### src/rtl/nubus_pkg.sv
// Shared NuBus definitions: master state encoding, completion status codes
// and the TM line encodings used by both master and slave cards.
package nubus_pkg;

  typedef enum logic [2:0] {
    S_IDLE,
    S_ARB,
    S_ADDR,
    S_DATA,
    S_DONE
  } mst_state_e;

  // Completion status as seen on {TM1*, TM0*} when ACK* is asserted.
  localparam logic [1:0] ST_OK    = 2'b11;
  localparam logic [1:0] ST_ERR   = 2'b10;
  localparam logic [1:0] ST_TMO   = 2'b01;
  localparam logic [1:0] ST_RETRY = 2'b00;

  // Transfer-type encodings {TM1*, TM0*} driven alongside START*.
  localparam logic [1:0] TM_WR_WORD = 2'b01;
  localparam logic [1:0] TM_RD_WORD = 2'b11;

  localparam int unsigned ARB_WIN_CYCLES = 2;

  function automatic logic [1:0] start_tm(input logic write);
    return write ? TM_WR_WORD : TM_RD_WORD;
  endfunction

endpackage

### src/rtl/nubus_arb.sv
// NuBus arbitration front end: RQST*/ARB* drive, bus-idle tracking and the
// two-cycle qualification that declares this card the winner.
module nubus_arb
  import nubus_pkg::*;
(
  input  logic       clk,
  input  logic       reset,
  input  logic       arb_en,
  input  logic [3:0] id_i,
  input  logic       startn_i,
  input  logic       ackn_i,
  input  logic [3:0] arbn_i,
  output logic       rqstn_o,
  output logic [3:0] arbn_o,
  output logic       win_o
);

  logic       bus_idle_q, bus_idle_d;
  logic [1:0] match_cnt_q, match_cnt_d;
  logic       match;

  always_comb begin
    // NOTE: every variable gets a default before any branch, so no path can
    // leave it unassigned and infer a latch.
    bus_idle_d  = bus_idle_q;
    match_cnt_d = 2'd0;
    win_o       = 1'b0;

    // ACK ends any tenure; a START without ACK opens one.
    if (!ackn_i) begin
      bus_idle_d = 1'b1;
    end else if (!startn_i) begin
      bus_idle_d = 1'b0;
    end

    match = arb_en && bus_idle_q && (arbn_i == ~id_i);
    if (match) begin
      if (match_cnt_q == 2'(ARB_WIN_CYCLES - 1)) begin
        win_o       = 1'b1;
        match_cnt_d = match_cnt_q;
      end else begin
        match_cnt_d = match_cnt_q + 2'd1;
      end
    end
  end

  // NOTE: sequential state uses non-blocking assignments so every flop
  // samples the pre-edge value of its neighbours.
  always_ff @(posedge clk or posedge reset) begin
    if (reset) begin
      bus_idle_q  <= 1'b1;
      match_cnt_q <= 2'd0;
    end else begin
      bus_idle_q  <= bus_idle_d;
      match_cnt_q <= match_cnt_d;
    end
  end

  assign rqstn_o = ~arb_en;
  assign arbn_o  = arb_en ? ~id_i : 4'hF;

endmodule

### src/rtl/nubus_master.sv
// NuBus single-word master: accepts a local request, arbitrates, runs one
// START/DATA tenure and reports read data plus completion status.
module nubus_master
  import nubus_pkg::*;
#(
  parameter int unsigned TIMEOUT = 255
) (
  input  logic        clk,
  input  logic        reset,
  input  logic        mst_req_i,
  input  logic        mst_write_i,
  input  logic [31:0] mst_addr_i,
  input  logic [31:0] mst_wdata_i,
  output logic        mst_ack_o,
  output logic        mst_done_o,
  output logic [31:0] mst_rdata_o,
  output logic [1:0]  mst_status_o,
  output logic        busy_o,
  input  logic [3:0]  nub_id_i,
  input  logic        nub_startn_i,
  input  logic        nub_ackn_i,
  input  logic        nub_rqstn_i,
  input  logic [3:0]  nub_arbn_i,
  input  logic [31:0] nub_ad_i,
  input  logic        nub_tm1n_i,
  input  logic        nub_tm0n_i,
  output logic        nub_startn_o,
  output logic        nub_rqstn_o,
  output logic [3:0]  nub_arbn_o,
  output logic [31:0] nub_ad_o,
  output logic        nub_ad_oe_o,
  output logic        nub_tm1n_o,
  output logic        nub_tm0n_o,
  output logic        nub_tm_oe_o
);

  // DATA begins the cycle after ADDR, so terminating on this count lands
  // DONE exactly TIMEOUT cycles after ADDR.
  localparam logic [7:0] TMO_LAST = 8'(TIMEOUT - 2);

  mst_state_e  state_q, state_d;
  logic [7:0]  tmo_cnt_q, tmo_cnt_d;
  logic        write_q, write_d;
  logic [31:2] addr_q, addr_d;
  logic [31:0] wdata_q, wdata_d;
  logic [31:0] rdata_q, rdata_d;
  logic [1:0]  status_q, status_d;
  logic        arb_win;
  logic        unused_addr_lsbs;

  assign unused_addr_lsbs = ^mst_addr_i[1:0];

  nubus_arb u_arb (
    .clk      (clk),
    .reset    (reset),
    .arb_en   (state_q == S_ARB),
    .id_i     (nub_id_i),
    .startn_i (nub_startn_i),
    .ackn_i   (nub_ackn_i),
    .arbn_i   (nub_arbn_i),
    .rqstn_o  (nub_rqstn_o),
    .arbn_o   (nub_arbn_o),
    .win_o    (arb_win)
  );

  always_comb begin
    state_d      = state_q;
    tmo_cnt_d    = tmo_cnt_q;
    write_d      = write_q;
    addr_d       = addr_q;
    wdata_d      = wdata_q;
    rdata_d      = rdata_q;
    status_d     = status_q;
    mst_ack_o    = 1'b0;
    nub_startn_o = 1'b1;
    nub_ad_o     = '1;
    nub_ad_oe_o  = 1'b0;
    nub_tm1n_o   = 1'b1;
    nub_tm0n_o   = 1'b1;
    nub_tm_oe_o  = 1'b0;

    unique case (state_q)
      S_IDLE: begin
        if (mst_req_i && nub_rqstn_i) begin
          mst_ack_o = 1'b1;
          write_d   = mst_write_i;
          addr_d    = mst_addr_i[31:2];
          wdata_d   = mst_wdata_i;
          state_d   = S_ARB;
        end
      end
      S_ARB: begin
        if (arb_win) state_d = S_ADDR;
      end
      S_ADDR: begin
        nub_startn_o             = 1'b0;
        nub_ad_o                 = ~{addr_q, 2'b00};
        nub_ad_oe_o              = 1'b1;
        {nub_tm1n_o, nub_tm0n_o} = start_tm(write_q);
        nub_tm_oe_o              = 1'b1;
        tmo_cnt_d                = 8'd0;
        state_d                  = S_DATA;
      end
      S_DATA: begin
        nub_ad_o    = write_q ? ~wdata_q : '1;
        nub_ad_oe_o = write_q;
        tmo_cnt_d   = tmo_cnt_q + 8'd1;
        // ACK takes priority over a coincident terminal count.
        if (!nub_ackn_i) begin
          if (!write_q) rdata_d = ~nub_ad_i;
          status_d = {nub_tm1n_i, nub_tm0n_i};
          state_d  = S_DONE;
        end else if (tmo_cnt_q == TMO_LAST) begin
          status_d = ST_TMO;
          state_d  = S_DONE;
        end
      end
      S_DONE: begin
        state_d = S_IDLE;
      end
      default: begin
        state_d = S_IDLE;
      end
    endcase
  end

  // NOTE: result registers take a defined reset value so software reading
  // status before any transaction sees OK rather than X.
  always_ff @(posedge clk or posedge reset) begin
    if (reset) begin
      state_q   <= S_IDLE;
      tmo_cnt_q <= 8'd0;
      write_q   <= 1'b0;
      addr_q    <= '0;
      wdata_q   <= '0;
      rdata_q   <= '0;
      status_q  <= ST_OK;
    end else begin
      state_q   <= state_d;
      tmo_cnt_q <= tmo_cnt_d;
      write_q   <= write_d;
      addr_q    <= addr_d;
      wdata_q   <= wdata_d;
      rdata_q   <= rdata_d;
      status_q  <= status_d;
    end
  end

  assign mst_done_o   = (state_q == S_DONE);
  assign busy_o       = (state_q != S_IDLE) || mst_ack_o;
  assign mst_rdata_o  = rdata_q;
  assign mst_status_o = status_q;

endmodule

### config.mk
export PLATFORM = sky130hd
export DESIGN_NAME = nubus_master
export DESIGN_NICKNAME = d
export VERILOG_FILES = /design/src/rtl/nubus_pkg.sv /design/src/rtl/nubus_arb.sv /design/src/rtl/nubus_master.sv
export SDC_FILE = /design/constraint.sdc
export NUM_CORES = 1
export LEC_CHECK = 0
export ABC_CLOCK_PERIOD_IN_PS = 3800
export CAP_MARGIN = 20
export CORE_ASPECT_RATIO = 0.75
export CORE_MARGIN = 1.5
export CORE_UTILIZATION = 39
export DETAILED_ROUTE_END_ITERATION = 12
export MAX_ROUTING_LAYER = met4
export PLACE_DENSITY = 0.83
export SETUP_SLACK_MARGIN = 0.15
export SYNTH_ARGS = -nofsm -noshare
export SYNTH_HDL_FRONTEND = slang
export SYNTH_SLANG_ARGS = --single-unit
### constraint.sdc
create_clock -name clk -period 3.8 [get_ports clk]
set_input_delay 0.76 -clock clk [delete_from_list [all_inputs] [get_ports clk]]
set_output_delay 0.76 -clock clk [all_outputs]
set_load 0.1 [all_outputs]
==> impl_metrics.yaml, run 1 <==
synthesis:
  netlist_instances: 384
  synth_area_per_cell_um2: 12.2
  yosysWarningCount: 0
  synth_area_um2: 4680
  synth-seq-cells: 111
  async_reset_ff_share_pct: 100
  synth_fp_nets: 500
  synthFlopType: "dfrtp_1"
  synth_top_area_share_pct: 57.7
  yosysTopAreaCell: "dfrtp_1"
  yosysSeqAreaShare_pct: 59.4
  synth_cell_type_count: 37
  synth_area_leaders: "dfrtp_1 (58%), mux2_1 (15%), a22oi_1 (4.8%)"
  synth-edff-count: 0
sta:
  setup_viol: 0
  skew_ns: 0.00861
  worst_pin_slew_ns: 1.00
  fin_crit_sh_pct: 84.9
  tns_ns: 0
  hold_violations: 0
  period_needed_ns: 3.23
  setup_ws_ns: 0.574
  rsz0062_at_grt: "no"
  slew_viol_final: 0
  relSlewSlack_pct: 32.9
  achievable-frequency_ghz: 0.310
global_routing:
  grt_max_degree: 112
  grt_pass1_wl_um: 19300
  grt_pass1_vias: 3881
  grt-ovfl-total: 0
  grt_usage_pct: 20.1
  antenna_found_initial: 0
power:
  pwr-share-clk_pct: 21.4
  total_power_mw: 4.07
  p_seq_share_pct: 44.2
  switchingPower_mw: 1.59
  ir_drop_v: 0.000399
  p_per_area_nw_per_um2: 560
  p_int_mw: 2.49
  power.leakage_nw: 3.23
  p_comb_share_pct: 34.4
  swShare_pct: 39.0
clock_network:
  cts_resized: 0
  cts_made_buffers: 9
  root_buffer: "clkbuf_16"
  cts_tree: "yes"
  clk_path_buf_depth: 2
  clock_sinks: 111
  htreeDepth: 3
  path_clk_slew_ns: 0.07
  cts_setup_buffers: 0
  cts_hold_buf: 0
  worst_skew_pair.late_latency_ns: 0.34
routing:
  vias_per_cell: 4.97
  drt-total-wl_um: 11700
  drt_first_pass_iters: 5
  drt-initial-drc-count: 157
  wl_per_cell_um: 16.0
  ant_nets: 0
  vias: 3640
  drcViolationCount: 0
final_layout:
  diodes: 0
  layout_common_cells: "clkdlybuf4s50_1 (145), dfrtp_1 (108), mux2_1 (63)"
  drive_above_1_share_pct: 13.2
  area_growth_pct: 55.3
  fin_util_pct: 62.4
  nets: 681
  fin_area_um2: 7270
  layout_commonest_cell: "clkdlybuf4s50_1"
floorplanning:
  dieArea_um2: 12700
  initial_core_util_pct: 40.2
  rows: 34
  fp.dieW_um: 130
  coreArea_um2: 11700
  dieHeight_um: 97.9
  pin_count: 192
setup_path:
  cp.arrival_ns: 2.47
  crit_fanout: 33
  cp-end-kind: "output port"
  worst_path_max_delay_cell: "dfrtp_1"
  reg2reg_depth: 4
  required_ns: 3.04
  critical_path_class: "flop to output port"
  worstReg2RegStart: "state_q[0]"
  cp_top_family: "simple AND/OR/NAND/NOR gates"
  path_buf_inv: 2
  cp-start-kind: "flop"
  cpPeakStageDelay_ns: 0.44
  r2r_slack_ns: 1.66
  r2r-end: "wdata_q[13]"
  crit_chain: "nand2b_1 > nor2_1 > and2_1 > buf_4 > a22oi_1 > buf_12"
worst_hold_path:
  hp-start: "u_arb.bus_idle_q"
  min_delay_path_depth: 2
  min_path_type: "flop to flop"
  holdPathEnd: "u_arb.bus_idle_q"
place:
  dpl-instance-area_um2: 6980
  numPortBuffers: 188
  gp_congestion: 0.853
  place_ws_ns: 0.970
  dp_hpwl_um: 8580
status:
  status: "completed"
run:
  maxCapViolations: 0
[registers in the layout, summed over array words and instances (netlist names)]
register and count:
tmo_cnt_q 8, write_q 1, mst_rdata_o 32, u_arb.match_cnt_q 2, state_q 3, addr_q 30, u_arb.bus_idle_q 1, mst_status_o 2
wdata_q 32
[how the worst max path moves through the flow]
| stage | depth (start not counted) | end | start | slack [ns] |
|---|---|---|---|---|
| 3_3_place_gp | 6 | nub_ad_o[7] | state_q[2] | 0.98 |
| 5_1_grt | 6 | nub_ad_o[26] | state_q[1] | 0.36 |
| 4_1_cts | 6 | nub_ad_o[23] | state_q[2] | 0.58 |
| 6_report | 6 | nub_ad_o[23] | state_q[2] | 0.57 |
| 2_1_floorplan | 4 | nub_ad_o[11] | state_q[1] | 0.42 |
| 3_5_place_dp | 6 | nub_ad_o[23] | state_q[2] | 0.97 |
[worst reg2reg max path, stage by stage (launching register included)]
cell and delay, ns:
dfrtp_1 0.52, nor3_1 0.28, and3_2 0.31, buf_4 0.49
mux2_1 0.42
[cell usage after synthesis, drive strengths merged, types with 4 or more instances]
master	instances
inv	9
a21oi	4
o21ai	41
buf	21
mux2	63
xor2	5
nand2	53
dfrtp	108
a22oi	30
nor2	8
[power by group through the flow]
stage / combinational, mW / clock [mW] / sequential, mW
global route: 1.48 / 0.952 / 1.85
global placement: 1.37 / 0 / 1.79
detailed placement: 1.41 / 0 / 1.82
finish: 1.40 / 0.871 / 1.80
floorplan: 0.360 / 0 / 2.42
CTS: 1.42 / 0.902 / 1.80
[cell families after synthesis]
logic type / synth area share [%]
DFF: 59.4
AOI/OAI and AO/OA: 11.4
and+or+nand+nor: 7.70
muxes: 15.4
buffers and inverters: 4.25
xor gates and xnor gates: 0.936
adders and majority gates: 0.802
other: 0.0801
[layout make-up]
class / count / area (um2)
inverters: 9 / 37.5
multi-input cells: 240 / 1710
repair buffers: 194 / 2270
flip-flops and latches: 111 / 2780
clock inverters: 6 / 45.0
clock buffers: 10 / 229
fillers: 938 / 4390
well taps: 162 / 203
[stage by stage]
stage	std cells	hold WS (ns)
2_1_floorplan	384	0.439
3_3_place_gp	715	0.449
3_5_place_dp	715	0.467
4_1_cts	731	0.478
5_1_grt	732	0.492
6_report	732	0.464
[metal layers]
metal	up-vias	wire, um	GRT usage (%)
met5	-	0	-
met4	0	314	7.44
met3	31	684	5.37
met2	114	5790	32.0
met1	1778	4960	24.6
li1	1717	-	-
Power figures use the tool's default switching activity.
==> run 2, diff against run 1 <==
--- a/config.mk
+++ b/config.mk
@@ -5,14 +5,14 @@
 export SDC_FILE = /design/constraint.sdc
 export NUM_CORES = 1
 export LEC_CHECK = 0
-export ABC_CLOCK_PERIOD_IN_PS = 3800
+export ABC_CLOCK_PERIOD_IN_PS = 3000
 export CAP_MARGIN = 20
 export CORE_ASPECT_RATIO = 0.75
 export CORE_MARGIN = 1.5
-export CORE_UTILIZATION = 39
+export CORE_UTILIZATION = 43
 export DETAILED_ROUTE_END_ITERATION = 12
 export MAX_ROUTING_LAYER = met4
-export PLACE_DENSITY = 0.83
+export PLACE_DENSITY = 0.86
 export SETUP_SLACK_MARGIN = 0.15
 export SYNTH_ARGS = -nofsm -noshare
 export SYNTH_HDL_FRONTEND = slang
==> constraint.sdc (replaced) <==
create_clock -name clk -period 3 [get_ports clk]
set_input_delay 0.6 -clock clk [delete_from_list [all_inputs] [get_ports clk]]
set_output_delay 0.6 -clock clk [all_outputs]
set_load 0.1 [all_outputs]
==> impl_metrics.yaml, run 2 (synthesis results as in run 1) <==
global_routing:
  grt-ovfl-total: 0
  grt_max_degree: 65
  grt_usage_pct: 21.9
  grt_pass1_wl_um: 18900
  grt_pass1_vias: 3935
  antenna_found_initial: 0
final_layout:
  nets: 686
  layout_commonest_cell: "clkdlybuf4s50_1"
  layout_common_cells: "clkdlybuf4s50_1 (110), dfrtp_1 (108), mux2_1 (63)"
  drive_above_1_share_pct: 22.3
  diodes: 0
  fin_util_pct: 70.5
  area_growth_pct: 57.4
  seq_area_um2: 2780
  multiInputGateArea_um2: 1770
  n_fill_cell: 709
setup_path:
  cp-start-kind: "flop"
  cp.arrival_ns: 2.08
  worst_path_max_delay_cell: "dfrtp_1"
  cpPeakStageDelay_ns: 0.47
  crit_fanout: 27
  crit_top_cell: "buf_12"
  critical_path_class: "flop to output port"
  crit_chain: "nand2b_1 > buf_4 > nor2_4 > buf_12 > a22oi_1 > buf_12"
  cp-end-kind: "output port"
  required_ns: 2.40
clock_network:
  worst_skew_pair.late_latency_ns: 0.34
  root_buffer: "clkbuf_16"
  clk_path_buf_depth: 2
  path_clk_slew_ns: 0.07
  cts_made_buffers: 9
  cts_tree: "yes"
  cts_hold_buf: 0
  clock_sinks: 111
  htreeDepth: 3
power:
  p_comb_share_pct: 32.8
  total_power_mw: 5.33
  p_int_mw: 3.29
  ir_drop_v: 0.000659
  power.leakage_nw: 3.35
  swShare_pct: 38.3
  p_seq_share_pct: 43.3
  switchingPower_mw: 2.04
  pwr-share-clk_pct: 24.0
  p_per_area_nw_per_um2: 724
run:
  maxCapViolations: 0
sta:
  skew_ns: 0.00735
  worst_pin_slew_ns: 1.02
  relSlewSlack_pct: 32.3
  setup_viol: 0
  hold_violations: 0
  period_needed_ns: 2.68
  rsz0062_at_grt: "no"
  achievable-frequency_ghz: 0.374
  slew_viol_final: 0
  fin_crit_sh_pct: 89.2
floorplanning:
  dieArea_um2: 11500
  dieHeight_um: 93.4
  pin_count: 192
  rows: 32
  coreArea_um2: 10500
  initial_core_util_pct: 44.8
  fp.dieW_um: 123
worst_hold_path:
  min_path_type: "flop to flop"
routing:
  vias: 3663
  drt-total-wl_um: 11800
  ant_nets: 0
  vias_per_cell: 5.15
  drt-initial-drc-count: 154
  drt_first_pass_iters: 6
  drcViolationCount: 0
  wl_per_cell_um: 16.5
status:
  status: "completed"
place:
  numPortBuffers: 188
  gp_congestion: 0.793
  dp_hpwl_um: 8960
## run 2: worst max-delay path, delay by kind of cell (launching register included)
| family | cells | cell delay (ns) |
|---|---|---|
| buffers and inverters | 3 | 0.60 |
| and+or+nand+nor | 2 | 0.30 |
| AOI/OAI and AO/OA | 1 | 0.34 |
| DFF | 1 | 0.47 |
## run 2: metal layers
metal  track usage [%]  part of all wire, %  vias up
li1                  -                    -     1726
met1              26.2                   41     1818
met2              37.1                   53       99
met3              5.49                  4.6       20
met4              6.23                  1.8        0
met5                 -                    0        -
## run 2: power groups by stage
| stage | Sequential, mW | Clock, mW | Combinational, mW |
|---|---|---|---|
| floorplan | 3.09 | 0 | 0.460 |
| global placement | 2.29 | 0 | 1.71 |
| detailed placement | 2.34 | 0 | 1.76 |
| CTS | 2.31 | 1.32 | 1.77 |
| global route | 2.37 | 1.39 | 1.84 |
| finish | 2.31 | 1.28 | 1.75 |
## run 2: cell type report
| cell class | instances | area share, % |
|---|---|---|
| Sequential cell | 111 | 37.8 |
| Timing Repair Buffer | 199 | 31.0 |
| Multi-Input combinational cell | 240 | 24.0 |
| Clock buffer | 9 | 3.06 |
| Tap cell | 136 | 2.31 |
| Clock inverter | 7 | 1.38 |
| Inverter | 9 | 0.510 |
## run 2: timing repair
item	CTS	global route
setup endpoints to repair	0	21
buffers inserted	0	2
resized for setup	0	1
## run 2: worst paths after layout
kind / from / end / slack (ns) / cells after the start
worst min register to register: u_arb.bus_idle_q / u_arb.bus_idle_q / 0.47 / 2
worst min-delay path: u_arb.bus_idle_q / u_arb.bus_idle_q / 0.47 / 2
worst max register to register: state_q[2] / mst_rdata_o[10] / 0.95 / 4
min in group asynchronous: reset / mst_rdata_o[26] / 0.73 / 2
worst max-delay path: state_q[1] / nub_ad_o[29] / 0.32 / 6
max in group asynchronous: reset / wdata_q[20] / 1.57 / 3
## run 2: metrics by stage
step                      cell area (um2)  std cells  hold WS (ns)  worst slack (ns)  setup TNS [ns]
after global routing                 7370        711         0.502             0.188               0
final                                7370        711         0.468             0.324               0
after floorplan                      4740        384         0.439            -0.218           -3.92
after CTS                            7350        709         0.470             0.205               0
after detailed placement             7020        693         0.458             0.483               0
after global placement               7020        693         0.450             0.536               0
==> run 3, diff against run 2 <==
--- a/config.mk
+++ b/config.mk
@@ -10,6 +10,7 @@
 export CORE_ASPECT_RATIO = 0.75
 export CORE_MARGIN = 1.5
 export CORE_UTILIZATION = 43
+export CTS_CLUSTER_SIZE = 20
 export DETAILED_ROUTE_END_ITERATION = 12
 export MAX_ROUTING_LAYER = met4
 export PLACE_DENSITY = 0.86
@@ -17,3 +18,4 @@
 export SYNTH_ARGS = -nofsm -noshare
 export SYNTH_HDL_FRONTEND = slang
 export SYNTH_SLANG_ARGS = --single-unit
+export TNS_END_PERCENT = 1
==> impl_metrics.yaml, run 3 (synthesis results as in run 1) <==
floorplanning:
  dieHeight_um: 93.4
  initial_core_util_pct: 44.8
  pin_count: 192
  coreArea_um2: 10500
  dieArea_um2: 11500
  rows: 32
  fp.dieW_um: 123
sta:
  fin_crit_sh_pct: 88.7
  relSlewSlack_pct: 32.2
  worst_pin_slew_ns: 1.02
  skew_ns: 0.00652
  achievable-frequency_ghz: 0.376
  hold_violations: 0
  slew_viol_final: 0
  rsz0062_at_grt: "no"
  period_needed_ns: 2.66
  fin_hold_ws_ns: 0.460
  setup_viol: 0
power:
  power.leakage_nw: 3.31
  p_per_area_nw_per_um2: 716
  ir_drop_v: 0.000710
clock_network:
  cts_tree: "yes"
  path_clk_slew_ns: 0.07
  worst_skew_pair.late_latency_ns: 0.34
  clk_path_buf_depth: 2
  root_buffer: "clkbuf_16"
  clock_sinks: 111
  cts_made_buffers: 9
  cts_setup_buffers: 0
  htreeDepth: 3
setup_path:
  crit_fanout: 26
  required_ns: 2.40
  worstReg2RegStart: "state_q[2]"
  startpoint: "state_q[0]"
  cp.arrival_ns: 2.06
  critical_path_class: "flop to output port"
  cp-end-kind: "output port"
  cp-start-kind: "flop"
  worst_path_max_delay_cell: "dfrtp_2"
  cp_top_family: "buffers and inverters"
  cpPeakStageDelay_ns: 0.48
  path_buf_inv: 3
  crit_chain: "inv_1 > nor2_2 > and2_1 > buf_6 > a22oi_1 > buf_12"
worst_hold_path:
  hp-start: "u_arb.bus_idle_q"
  min_path_type: "flop to flop"
run:
  maxCapViolations: 0
global_routing:
  grt-ovfl-total: 0
  grt_usage_pct: 22.5
  grt_pass1_vias: 3964
  grt_pass1_wl_um: 19300
  antenna_found_initial: 0
  gr-max-usage-layer: "met2"
  met2_usage_pct: 37.6
  gr-usage-met1_pct: 25.6
  use_met3_pct: 6.28
  grt_max_degree: 112
routing:
  ant_nets: 0
  vias: 3692
  wl_per_cell_um: 16.8
  vias_per_cell: 5.21
  drt-total-wl_um: 11900
  drt-initial-drc-count: 188
  drcViolationCount: 0
  drt_first_pass_iters: 4
place:
  numPortBuffers: 188
  dp_hpwl_um: 8780
  gp_congestion: 0.793
status:
  status: "completed"
final_layout:
  area_growth_pct: 53.9
  drive_above_1_share_pct: 20.1
  nets: 684
  layout_commonest_cell: "clkdlybuf4s50_1"
  diodes: 0
  layout_common_cells: "clkdlybuf4s50_1 (110), dfrtp_1 (107), mux2_1 (63)"
  fin_util_pct: 68.9
==> run 3: power by group <==
group | internal (mW) | switching, mW
sequential | 2.00 | 0.280
combinational | 0.539 | 1.20
clock | 0.578 | 0.557
==> run 3: timing repair <==
action	CTS	global route
setup endpoints to repair	26	26
endpoints found under the hold margin	0	0
pin swaps	0	0
resized for setup	1	2
hold buffers	0	0
==> run 3: per-layer routing <==
layer  vias to the layer above  routed length [um]
li1                       1726                   -
met2                       129                6170
met3                        34                 629
met4                         0                 359
met5                         -                   0
met1                      1803                4750
==> run 3: worst reg2reg max path, stage by stage (launching register included) <==
cell	delay, ns
dfrtp_1	0.45
nand3b_2	0.32
or3_2	0.88
nand2_1	0.25
o21ai_1	0.08
==> run 3: area by class of cell <==
class / count / area (um2)
Clock buffer: 10 / 229
Clock inverter: 6 / 53.8
Fill cell: 730 / 3250
Inverter: 9 / 37.5
Multi-Input combinational cell: 240 / 1710
Sequential cell: 111 / 2780
Tap cell: 136 / 170
Timing Repair Buffer: 197 / 2220
==> run 3: final timing paths <==
path	endpoint	slack (ns)	depth (start not counted)
setup / recovery	nub_ad_o[15]	0.34	6
hold / removal	u_arb.bus_idle_q	0.46	2
setup reg to reg	mst_rdata_o[5]	0.87	4
hold reg to reg	u_arb.bus_idle_q	0.46	2
max in group asynchronous	state_q[0]	1.74	3
min in group asynchronous	mst_rdata_o[30]	0.80	3
==> run 3: per-stage QoR <==
step	setup TNS, ns	std cells	total power, mW	instance area [um2]	setup slack, ns
2_1_floorplan	-5.79	384	3.52	4680	-0.218
3_3_place_gp	0	693	3.96	6910	0.487
3_5_place_dp	0	693	4.07	6910	0.459
4_1_cts	0	709	5.20	7200	0.191
5_1_grt	0	709	5.40	7200	0.197
6_report	0	709	5.16	7200	0.340
